$ cat config.mk
export PLATFORM = sky130hd
export DESIGN_NAME = led_status_arbiter
export DESIGN_NICKNAME = d
export VERILOG_FILES = /design/src/rtl/led_status_arbiter.sv
export SDC_FILE = /design/constraint.sdc
export NUM_CORES = 1
export LEC_CHECK = 0
export ABC_CLOCK_PERIOD_IN_PS = 1750
export BUFFER_PORTS_ARGS = -buffer_cell sky130_fd_sc_hd__buf_4
export CAP_MARGIN = 20
export CORE_ASPECT_RATIO = 1.25
export CORE_MARGIN = 2
export CORE_UTILIZATION = 30
export DETAILED_ROUTE_END_ITERATION = 7
export PLACE_DENSITY = 0.57
export SETUP_SLACK_MARGIN = 0.15
export SYNTH_ARGS = -nofsm -noshare
export SYNTH_HDL_FRONTEND = slang
export SYNTH_SLANG_ARGS = --single-unit
$ cat constraint.sdc
create_clock -name i_clock -period 1.75 [get_ports i_clock]
set_clock_uncertainty 0.05 [all_clocks]
set_input_delay 0.175 -clock i_clock [delete_from_list [all_inputs] [get_ports i_clock]]
set_output_delay 0.175 -clock i_clock [all_outputs]
set_load 0.01 [all_outputs]
$ cat src/rtl/led_status_arbiter.sv
// led_status_arbiter
//
// Shares one RGB status LED among four prioritised status sources and is the
// only driver of the LED pins. Each source has its own colour and blink
// pattern, brightness is set by a PWM duty, and a granted source is held on
// the LED for a minimum number of blink ticks so short-lived states remain
// visible. A latched fault preempts everything immediately.
//
// Ports:
//   i_clock          clock
//   i_reset          synchronous, active-high reset
//   i_fault          fault event (level or pulse), latched internally
//   i_fault_clr      clears the latched fault (a simultaneous i_fault wins)
//   i_adc_init_done  ADC initialised; low means init is still pending
//   i_calib_enabled  calibration active
//   i_run_enabled    normal run
//   i_duty           brightness; LED lit while pwm_cnt < i_duty
//   o_led_r/g/b      LED pins (registered)
//   o_grant_id       displayed source: 3 fault, 2 adc, 1 calib, 0 run
//   o_grant_valid    a source is currently displayed

module led_status_arbiter #(
  parameter int PWM_PERIOD  = 50,
  parameter int BLINK_TICKS = 25000000,
  parameter int MIN_HOLD    = 2,
  parameter int DUTY_W      = 8
) (
  input  logic              i_clock,
  input  logic              i_reset,
  input  logic              i_fault,
  input  logic              i_fault_clr,
  input  logic              i_adc_init_done,
  input  logic              i_calib_enabled,
  input  logic              i_run_enabled,
  input  logic [DUTY_W-1:0] i_duty,
  output logic              o_led_r,
  output logic              o_led_g,
  output logic              o_led_b,
  output logic [1:0]        o_grant_id,
  output logic              o_grant_valid
);

  localparam int PWM_W   = (PWM_PERIOD > 1) ? $clog2(PWM_PERIOD) : 1;
  localparam int BLINK_W = (BLINK_TICKS > 1) ? $clog2(BLINK_TICKS) : 1;
  localparam int HOLD_W  = (MIN_HOLD > 0) ? $clog2(MIN_HOLD + 1) : 1;
  localparam int CMP_W   = (PWM_W > DUTY_W) ? PWM_W : DUTY_W;

  localparam logic [PWM_W-1:0]   PWM_LAST   = PWM_W'(PWM_PERIOD - 1);
  localparam logic [BLINK_W-1:0] BLINK_LAST = BLINK_W'(BLINK_TICKS - 1);
  localparam logic [HOLD_W-1:0]  HOLD_MAX   = HOLD_W'(MIN_HOLD);

  localparam logic [0:0] ST_IDLE = 1'b0;
  localparam logic [0:0] ST_SHOW = 1'b1;

  localparam logic [1:0] SRC_RUN   = 2'd0;
  localparam logic [1:0] SRC_CAL   = 2'd1;
  localparam logic [1:0] SRC_ADC   = 2'd2;
  localparam logic [1:0] SRC_FAULT = 2'd3;

  // Highest-index set request; only meaningful when at least one bit is set.
  function automatic logic [1:0] top_req(input logic [3:0] r);
    logic [1:0] p;
    if (r[3]) begin
      p = SRC_FAULT;
    end else if (r[2]) begin
      p = SRC_ADC;
    end else if (r[1]) begin
      p = SRC_CAL;
    end else begin
      p = SRC_RUN;
    end
    return p;
  endfunction

  // State and counters
  logic [PWM_W-1:0]   pwm_cnt_q,   pwm_cnt_d;
  logic [BLINK_W-1:0] blink_cnt_q, blink_cnt_d;
  logic [1:0]         phase_q,     phase_d;
  logic               fault_q,     fault_d;
  logic [0:0]         state_q,     state_d;
  logic [1:0]         grant_q,     grant_d;
  logic [HOLD_W-1:0]  hold_q,      hold_d;

  // Registered outputs
  logic               led_r_q, led_r_d;
  logic               led_g_q, led_g_d;
  logic               led_b_q, led_b_d;
  logic [1:0]         grant_id_q, grant_id_d;
  logic               grant_valid_q, grant_valid_d;

  logic               blink_tick;
  logic               pwm_on;
  logic [3:0]         req;
  logic [1:0]         req_top;

  assign blink_tick = (blink_cnt_q == BLINK_LAST);
  // Widen both sides so a duty at or above the period keeps the LED fully on.
  assign pwm_on     = (CMP_W'(pwm_cnt_q) < CMP_W'(i_duty));
  assign req        = {fault_q, ~i_adc_init_done, i_calib_enabled, i_run_enabled};
  assign req_top    = top_req(req);

  // Free-running PWM and blink timebase; grant changes never disturb them.
  always_comb begin
    pwm_cnt_d   = pwm_cnt_q;
    blink_cnt_d = blink_cnt_q;
    phase_d     = phase_q;
    if (pwm_cnt_q == PWM_LAST) begin
      pwm_cnt_d = {PWM_W{1'b0}};
    end else begin
      pwm_cnt_d = pwm_cnt_q + PWM_W'(1);
    end
    if (blink_tick) begin
      blink_cnt_d = {BLINK_W{1'b0}};
      phase_d     = phase_q + 2'd1;
    end else begin
      blink_cnt_d = blink_cnt_q + BLINK_W'(1);
      phase_d     = phase_q;
    end
  end

  // Fault latch: a new fault beats a clear arriving in the same cycle.
  always_comb begin
    fault_d = fault_q;
    if (i_fault) begin
      fault_d = 1'b1;
    end else if (i_fault_clr) begin
      fault_d = 1'b0;
    end else begin
      fault_d = fault_q;
    end
  end

  // Grant FSM with minimum display time; only a fault may cut a hold short.
  always_comb begin
    state_d = state_q;
    grant_d = grant_q;
    hold_d  = hold_q;
    case (state_q)
      ST_IDLE: begin
        if (|req) begin
          state_d = ST_SHOW;
          grant_d = req_top;
          hold_d  = {HOLD_W{1'b0}};
        end else begin
          state_d = ST_IDLE;
        end
      end
      ST_SHOW: begin
        if (req[3] && (grant_q != SRC_FAULT)) begin
          grant_d = SRC_FAULT;
          hold_d  = {HOLD_W{1'b0}};
        end else if (hold_q == HOLD_MAX) begin
          if (req == 4'b0000) begin
            state_d = ST_IDLE;
            hold_d  = {HOLD_W{1'b0}};
          end else if ((req_top != grant_q) || !req[grant_q]) begin
            grant_d = req_top;
            hold_d  = {HOLD_W{1'b0}};
          end else begin
            // Hold satisfied and still the top request: stay, saturated.
            hold_d = hold_q;
          end
        end else if (blink_tick) begin
          hold_d = hold_q + HOLD_W'(1);
        end else begin
          hold_d = hold_q;
        end
      end
      default: begin
        state_d = ST_IDLE;
        grant_d = grant_q;
        hold_d  = {HOLD_W{1'b0}};
      end
    endcase
  end

  // LED colour/pattern map; grant_id keeps its last value while idle.
  always_comb begin
    logic pattern;
    logic lit;
    led_r_d       = 1'b0;
    led_g_d       = 1'b0;
    led_b_d       = 1'b0;
    grant_id_d    = grant_id_q;
    grant_valid_d = 1'b0;
    pattern       = 1'b0;
    lit           = 1'b0;
    case (grant_q)
      SRC_FAULT: pattern = phase_q[0];
      SRC_ADC:   pattern = 1'b1;
      SRC_CAL:   pattern = phase_q[1];
      SRC_RUN:   pattern = 1'b1;
      default:   pattern = 1'b0;
    endcase
    lit = pwm_on & pattern;
    if (state_q == ST_SHOW) begin
      grant_id_d    = grant_q;
      grant_valid_d = 1'b1;
      led_r_d       = lit & ((grant_q == SRC_FAULT) | (grant_q == SRC_ADC));
      led_b_d       = lit & (grant_q == SRC_CAL);
      led_g_d       = lit & (grant_q == SRC_RUN);
    end else begin
      grant_id_d    = grant_id_q;
      grant_valid_d = 1'b0;
    end
  end

  // State, counter and output registers with synchronous reset.
  always_ff @(posedge i_clock) begin
    if (i_reset) begin
      pwm_cnt_q     <= {PWM_W{1'b0}};
      blink_cnt_q   <= {BLINK_W{1'b0}};
      phase_q       <= 2'd0;
      fault_q       <= 1'b0;
      state_q       <= ST_IDLE;
      grant_q       <= SRC_RUN;
      hold_q        <= {HOLD_W{1'b0}};
      led_r_q       <= 1'b0;
      led_g_q       <= 1'b0;
      led_b_q       <= 1'b0;
      grant_id_q    <= 2'd0;
      grant_valid_q <= 1'b0;
    end else begin
      pwm_cnt_q     <= pwm_cnt_d;
      blink_cnt_q   <= blink_cnt_d;
      phase_q       <= phase_d;
      fault_q       <= fault_d;
      state_q       <= state_d;
      grant_q       <= grant_d;
      hold_q        <= hold_d;
      led_r_q       <= led_r_d;
      led_g_q       <= led_g_d;
      led_b_q       <= led_b_d;
      grant_id_q    <= grant_id_d;
      grant_valid_q <= grant_valid_d;
    end
  end

  assign o_led_r       = led_r_q;
  assign o_led_g       = led_g_q;
  assign o_led_b       = led_b_q;
  assign o_grant_id    = grant_id_q;
  assign o_grant_valid = grant_valid_q;

endmodule

* After elaboration in Yosys (flattened, before gate mapping)
Index checks and enable logic that the tools add are counted.
Widths: inputs -> output; s select.
** Word-level totals
- Register bits after elaboration :: 45
- Bits in latches :: 0
- Memory bits (writable) :: 0
- Bits in read-only memories :: 0
- Bits of input ports :: 15
- Output and inout bits :: 6
- Word-level logic and storage cells :: 79
- Memories kept :: 0
** Operators by class
- $add $sub $neg :: 4
- Multipliers :: 0
- Div/mod/pow operators :: 0
- $lt $le $gt $ge :: 2
- Equality and inequality tests :: 14
- Shifts and indexed selects :: 0
- Mux-type cells :: 27
- Bitwise operators :: 7
- Reduce and logical (&&, ||, !) cells :: 13
** Operators with widths (count)
- $mux 2 :: 13
- $add 25x1->25 const B :: 1
- $eq 25x25->1 const B :: 1
- $mux 1 :: 9
- $lt 6x8->1 :: 1
- $pmux 2 s2 :: 2
- $reduce_or 2->1 :: 4
- $add 6x1->6 const B :: 1
- $eq 2x2->1 const B :: 3
- $eq 6x6->1 const B :: 1
- $ne 3x1->1 const B :: 2
- $ne 5x3->1 const B :: 1
- $add 2x1->2 const B :: 2
- $and 1x1->1 :: 4
- $logic_not 4->1 :: 1
- $ne 2x2->1 const B :: 2
- $ne 4x1->1 const B :: 1
- $reduce_and 4->1 :: 1
- $reduce_or 4->1 :: 1
- $lt 2x3->1 const B :: 1
- $ne 3x3->1 const B :: 1
- $pmux 1 s3 :: 1
- $reduce_and 3->1 :: 1
- $bmux 1 s2 :: 1
- other kinds (10) :: 11

* Logic depth before layout (Yosys ltp)
- Depth in word-level cells :: 10
- Depth in mapped cells :: 6
- Depth with buffers taken out :: 6

* Worst setup path after synthesis
OpenSTA, ideal clock, no wires.
- Path type :: register -> register
- Start point :: register fault_q
- End point :: register grant_q[0]
- Setup time :: 0.121 ns
- Arrival :: 1.763 ns
- Data required time :: 1.579 ns
- Slack :: -0.184 ns
- Cell stages (with the launch flop) :: 6
- Path buffers :: 1
- Period minus slack after synthesis :: 1.934 ns
- Cell sequence :: dfxtp_1 > clkbuf_1 > or4b_2 > mux2i_1 > o41a_1 > mux2_2
** On the way
- Word-level cells in the longest chain between the ends :: 6
- Elaborated cells on any way between the ends :: 20
- Those cells by class :: eq/ne (5); mux (9); reduce/logical (6)
** Ends and longest elaborated chain
- start: declaration :: line 79 : logic fault_q, fault_d;
- start signal: assignment :: line 227 : fault_q <= fault_d;
- $bmux 1 s2 / $mux 2 (equally long branches) :: line 156, 63
- $mux 1 (implied by the code) / $mux 2 (equally long branches) :: line 156 : end else if ((req_top != grant_q) || !req[grant_q]) begin
- $logic_not 1->1 / $mux 2 (equally long branches) :: line 156, 153
- $logic_or 1x1->1 / $mux 2 (equally long branches) :: line 156, 152
- $ne 3x1->1 (no line) / $mux 2 (equally long branches)
- $reduce_and 4->1 (no line) / $pmux 2 s2 (equally long branches)
- end signal: assignment :: line 229 : grant_q <= grant_d;
- end: declaration :: line 81 : logic [1:0] grant_q, grant_d;
Several ways; a longest one is shown, not always the timed one. The select of a mux whose other input is x is not followed.
A chain may end at the register's enable or synchronous reset.

* Final worst setup path
- Start point :: register blink_cnt_q[24]
- End point :: register blink_cnt_q[4]
** On the way
- Word-level cells in the longest chain between the ends :: 2
** Ends and longest elaborated chain
- start: declaration :: line 77 : logic [BLINK_W-1:0] blink_cnt_q, blink_cnt_d;
- start signal: assignment :: line 212 : blink_cnt_q <= {BLINK_W{1'b0}};
- start signal: assignment :: line 225 : blink_cnt_q <= blink_cnt_d;
- $eq 25x25->1 :: line 96 : assign blink_tick = (blink_cnt_q == BLINK_LAST);
- $reduce_or 2->1 (no line)
Every way passes these cells.

==> flow_summary_export.csv <==
group,metric,value,unit
clock_tree,hold_buffers,0,
clock_tree,cts_sinks,45,
sta,drv_slew,0,
sta,setup_viol,0,
run,drv_cap,0,
sta,setup-tns-final,0,ns
placement,portBuffers,20,
yosys,ys.flop_type,"dfxtp_1",
setup_path,cp-start-kind,"flip-flop",
layout,final_area,3360,sq um
placement,place.gp.congestion,0.732,
sta,fin_ws,0.0204,ns
placement,hpwlAfterDp,3810,microns
sta,rsz0062_at_grt,"true",
setup_path,cp-end-kind,"flip-flop",
layout,final_common_cell,"buf_4",
routing,wl_per_cell,14.2,microns
clock_tree,cts_buffers,5,
floorplanning,die_x,81.9,microns
routing,firstDrtPassIters,4,
sta,worst_pin_slew,0.491,ns
yosys,synth.distinct_cells,48,
sta,fin_crit,1.73,ns
placement,placed_cells,387,
routing,wl,6010,microns
sta,max_freq,578,MHz
yosys,synth_fp_nets,286,
yosys,netlist.top_cell.by_area,"dfxtp_1",
layout,instances_no_fill,423,
sta,min_period_over_period,98.8,%
yosys,synth_area_leaders,"dfxtp_1 (40%), nor2_1 (4.9%), ha_1 (4.4%)",
clock_tree,cts.reportedPaths.clkPinSlew,0.09,ns
floorplanning,io_pins,21,
layout,seq_area,955,sq um
setup_path,path_class,"reg -> reg",
layout,fillCellCount,722,
floorplanning,die-area,8310,sq um
setup_path,cp.arrival,1.88,ns
yosys,synthArstFlopShare,0,%
power,leakagePower,1.22,nW
layout,final_layout_size_suffix_gt1_share,43.8,%
yosys,yosysSeqAreaShare,39.5,%
layout,final_cell_mix,"buf_4 (64), nor2_1 (25), dfxtp_1 (24)",
clock_tree,root_buffer,"clkbuf_8",
clock_tree,cts_tree,"yes",
power,irDropWorstVdd,0.411,mV
layout,multiInputGateArea,1530,sq um
global_route,antenna_found_initial,0,
routing,vias,2191,
layout,antenna_cells,0,
routing,drt_iter0_markers,34,
yosys,synthMuxAreaShare,1.81,%
sta,whs,0.0295,ns
yosys,synth.top_cell.area_share,39.5,%
clock_tree,cts_buffer_depth,2,
yosys,ys_warn_count,0,
global_route,grt_pass1_vias,2164,
floorplanning,design.core.area,7360,sq um
floorplanning,core.rowCount,35,
routing,drtAntennaViolNets,0,
power,power,2.17,mW
yosys,synth_cells,263,
yosys,synthesis.area,2280,sq um
yosys,yosys.area_share.simple,28.3,%
global_route,grt_max_degree,18,
power,p_per_area,646,nW/um^2
sta,relSlewSlack,66.9,%
yosys,synth-adder-area-share,4.39,%
routing,drc,0,
yosys,syn_area_per_cell,8.66,sq um
placement,pre_cts_ws,0.000542,ns
routing,via_per_inst,5.18,
sta,finalHoldViolCount,0,
run_status,outcome,"finished, final reports clean",
global_route,grt_usage,14.4,%
global_route,grt_pass1_wl,9490,microns
clock_tree,clkLatencyLatePin,0.30,ns
yosys,synth-compound-area-share,15.0,%
floorplanning,die_height,101,microns
floorplanning,start_util,31.0,%
setup_path,cp_max_fo,6,
layout,final_util,45.6,%
yosys,synth_top_family_by_area,"simple AND/OR/NAND/NOR gates",
clock_tree,htree_levels,2,
min_path,hp-class,"in -> reg",
layout,syn_to_final_growth,47.3,%
yosys,synth_seq_cells,45,
layout,nNetsFinal,353,
yosys,synth-xor-area-share,6.53,%
placement,dpl_cell_area,2770,sq um
global_route,grt-ovfl-total,0,
yosys,synth_edf_count,0,
setup_path,required,1.90,ns
==> final cells by class <==
class	instances	share of cell area (%)
Sequential cell	45	28.4
Clock inverter	2	1.08
Timing Repair Buffer	71	17.6
Inverter	13	1.45
Multi-Input combinational cell	194	45.5
Clock buffer	6	2.46
Tap cell	92	3.43
==> flip-flops by register name, summed over array words and instances, names as in the netlist <==
register and flops:
o_led_g 1, state_q 1, o_led_b 1, blink_cnt_q 25, o_led_r 1, hold_q 2
pwm_cnt_q 6, fault_q 1, o_grant_id 2, o_grant_valid 1, phase_q 2, grant_q 2
==> report_power, final <==
group          leakage, nW  switching, mW  total [mW]  internal (mW)
Sequential           0.379         0.0339        1.08           1.04
Combinational        0.776          0.116       0.261          0.145
Clock               0.0617          0.365       0.830          0.466
Total                 1.22          0.514        2.17           1.65
==> synth_stat cells (2+ instances only) <==
master / n
and3_1: 3
nor3_1: 3
or4b_2: 5
xor2_1: 6
o31ai_1: 5
nor4b_1: 2
a31oi_1: 4
and4bb_2: 2
clkbuf_1: 9
nor4_1: 7
o21ai_0: 9
dfxtp_1: 45
o41ai_1: 2
nor2b_1: 2
nand2b_1: 4
a211oi_1: 3
xnor2_1: 11
o221ai_1: 2
mux2i_1: 3
ha_1: 8
a21oi_1: 16
or4_1: 6
nand2_1: 13
or3_1: 6
o211ai_1: 4
nor2_1: 30
nand4_1: 6
inv_1: 13
o21bai_1: 2
buf_2: 2
nand3_1: 13
==> routing by layer <==
| layer | global-route usage (%) | part of all wire, % | up-vias |
|---|---|---|---|
| li1 | - | - | 1104 |
| met4 | 6.03 | 2.6 | 0 |
| met3 | 2.58 | 2.8 | 15 |
| met5 | 0 | 0 | - |
| met2 | 27.0 | 53 | 43 |
| met1 | 15.6 | 42 | 1029 |
==> kinds of logic after synthesis <==
family	count (synthesis)
compound gates	53
fa+ha+maj	8
buf+inv	25
simple gates	111
flops	45
xor+xnor	17
mux	4
==> worst max-delay path, stage by stage, from the launching register on <==
cell and delay (ns):
dfxtp_1 0.43, and4bb_2 0.25, nand4_1 0.11, buf_6 0.15
buf_6 0.11, o21bai_4 0.26, clkbuf_16 0.21, nor2_1 0.04
==> timing repair <==
| action | in CTS | in global routing |
|---|---|---|
| endpoints found under the setup margin | 29 | 34 |
| setup buffers | 21 | 3 |
| hold endpoints to repair | 0 | 0 |
| pin swaps | 12 | 17 |
| cloned | 3 | 1 |
| resized for setup | 25 | 32 |
==> final timing paths <==
kind / start / cells after the start / end / slack [ns]
worst max-delay path: blink_cnt_q[24] / 7 / blink_cnt_q[4] / 0.02
worst max register to register: blink_cnt_q[24] / 7 / blink_cnt_q[4] / 0.02
worst min register to register: pwm_cnt_q[0] / 1 / pwm_cnt_q[0] / 0.44
worst min-delay path: i_fault / 3 / fault_q / 0.03
Note: power is estimated with default switching activity, not from simulation.
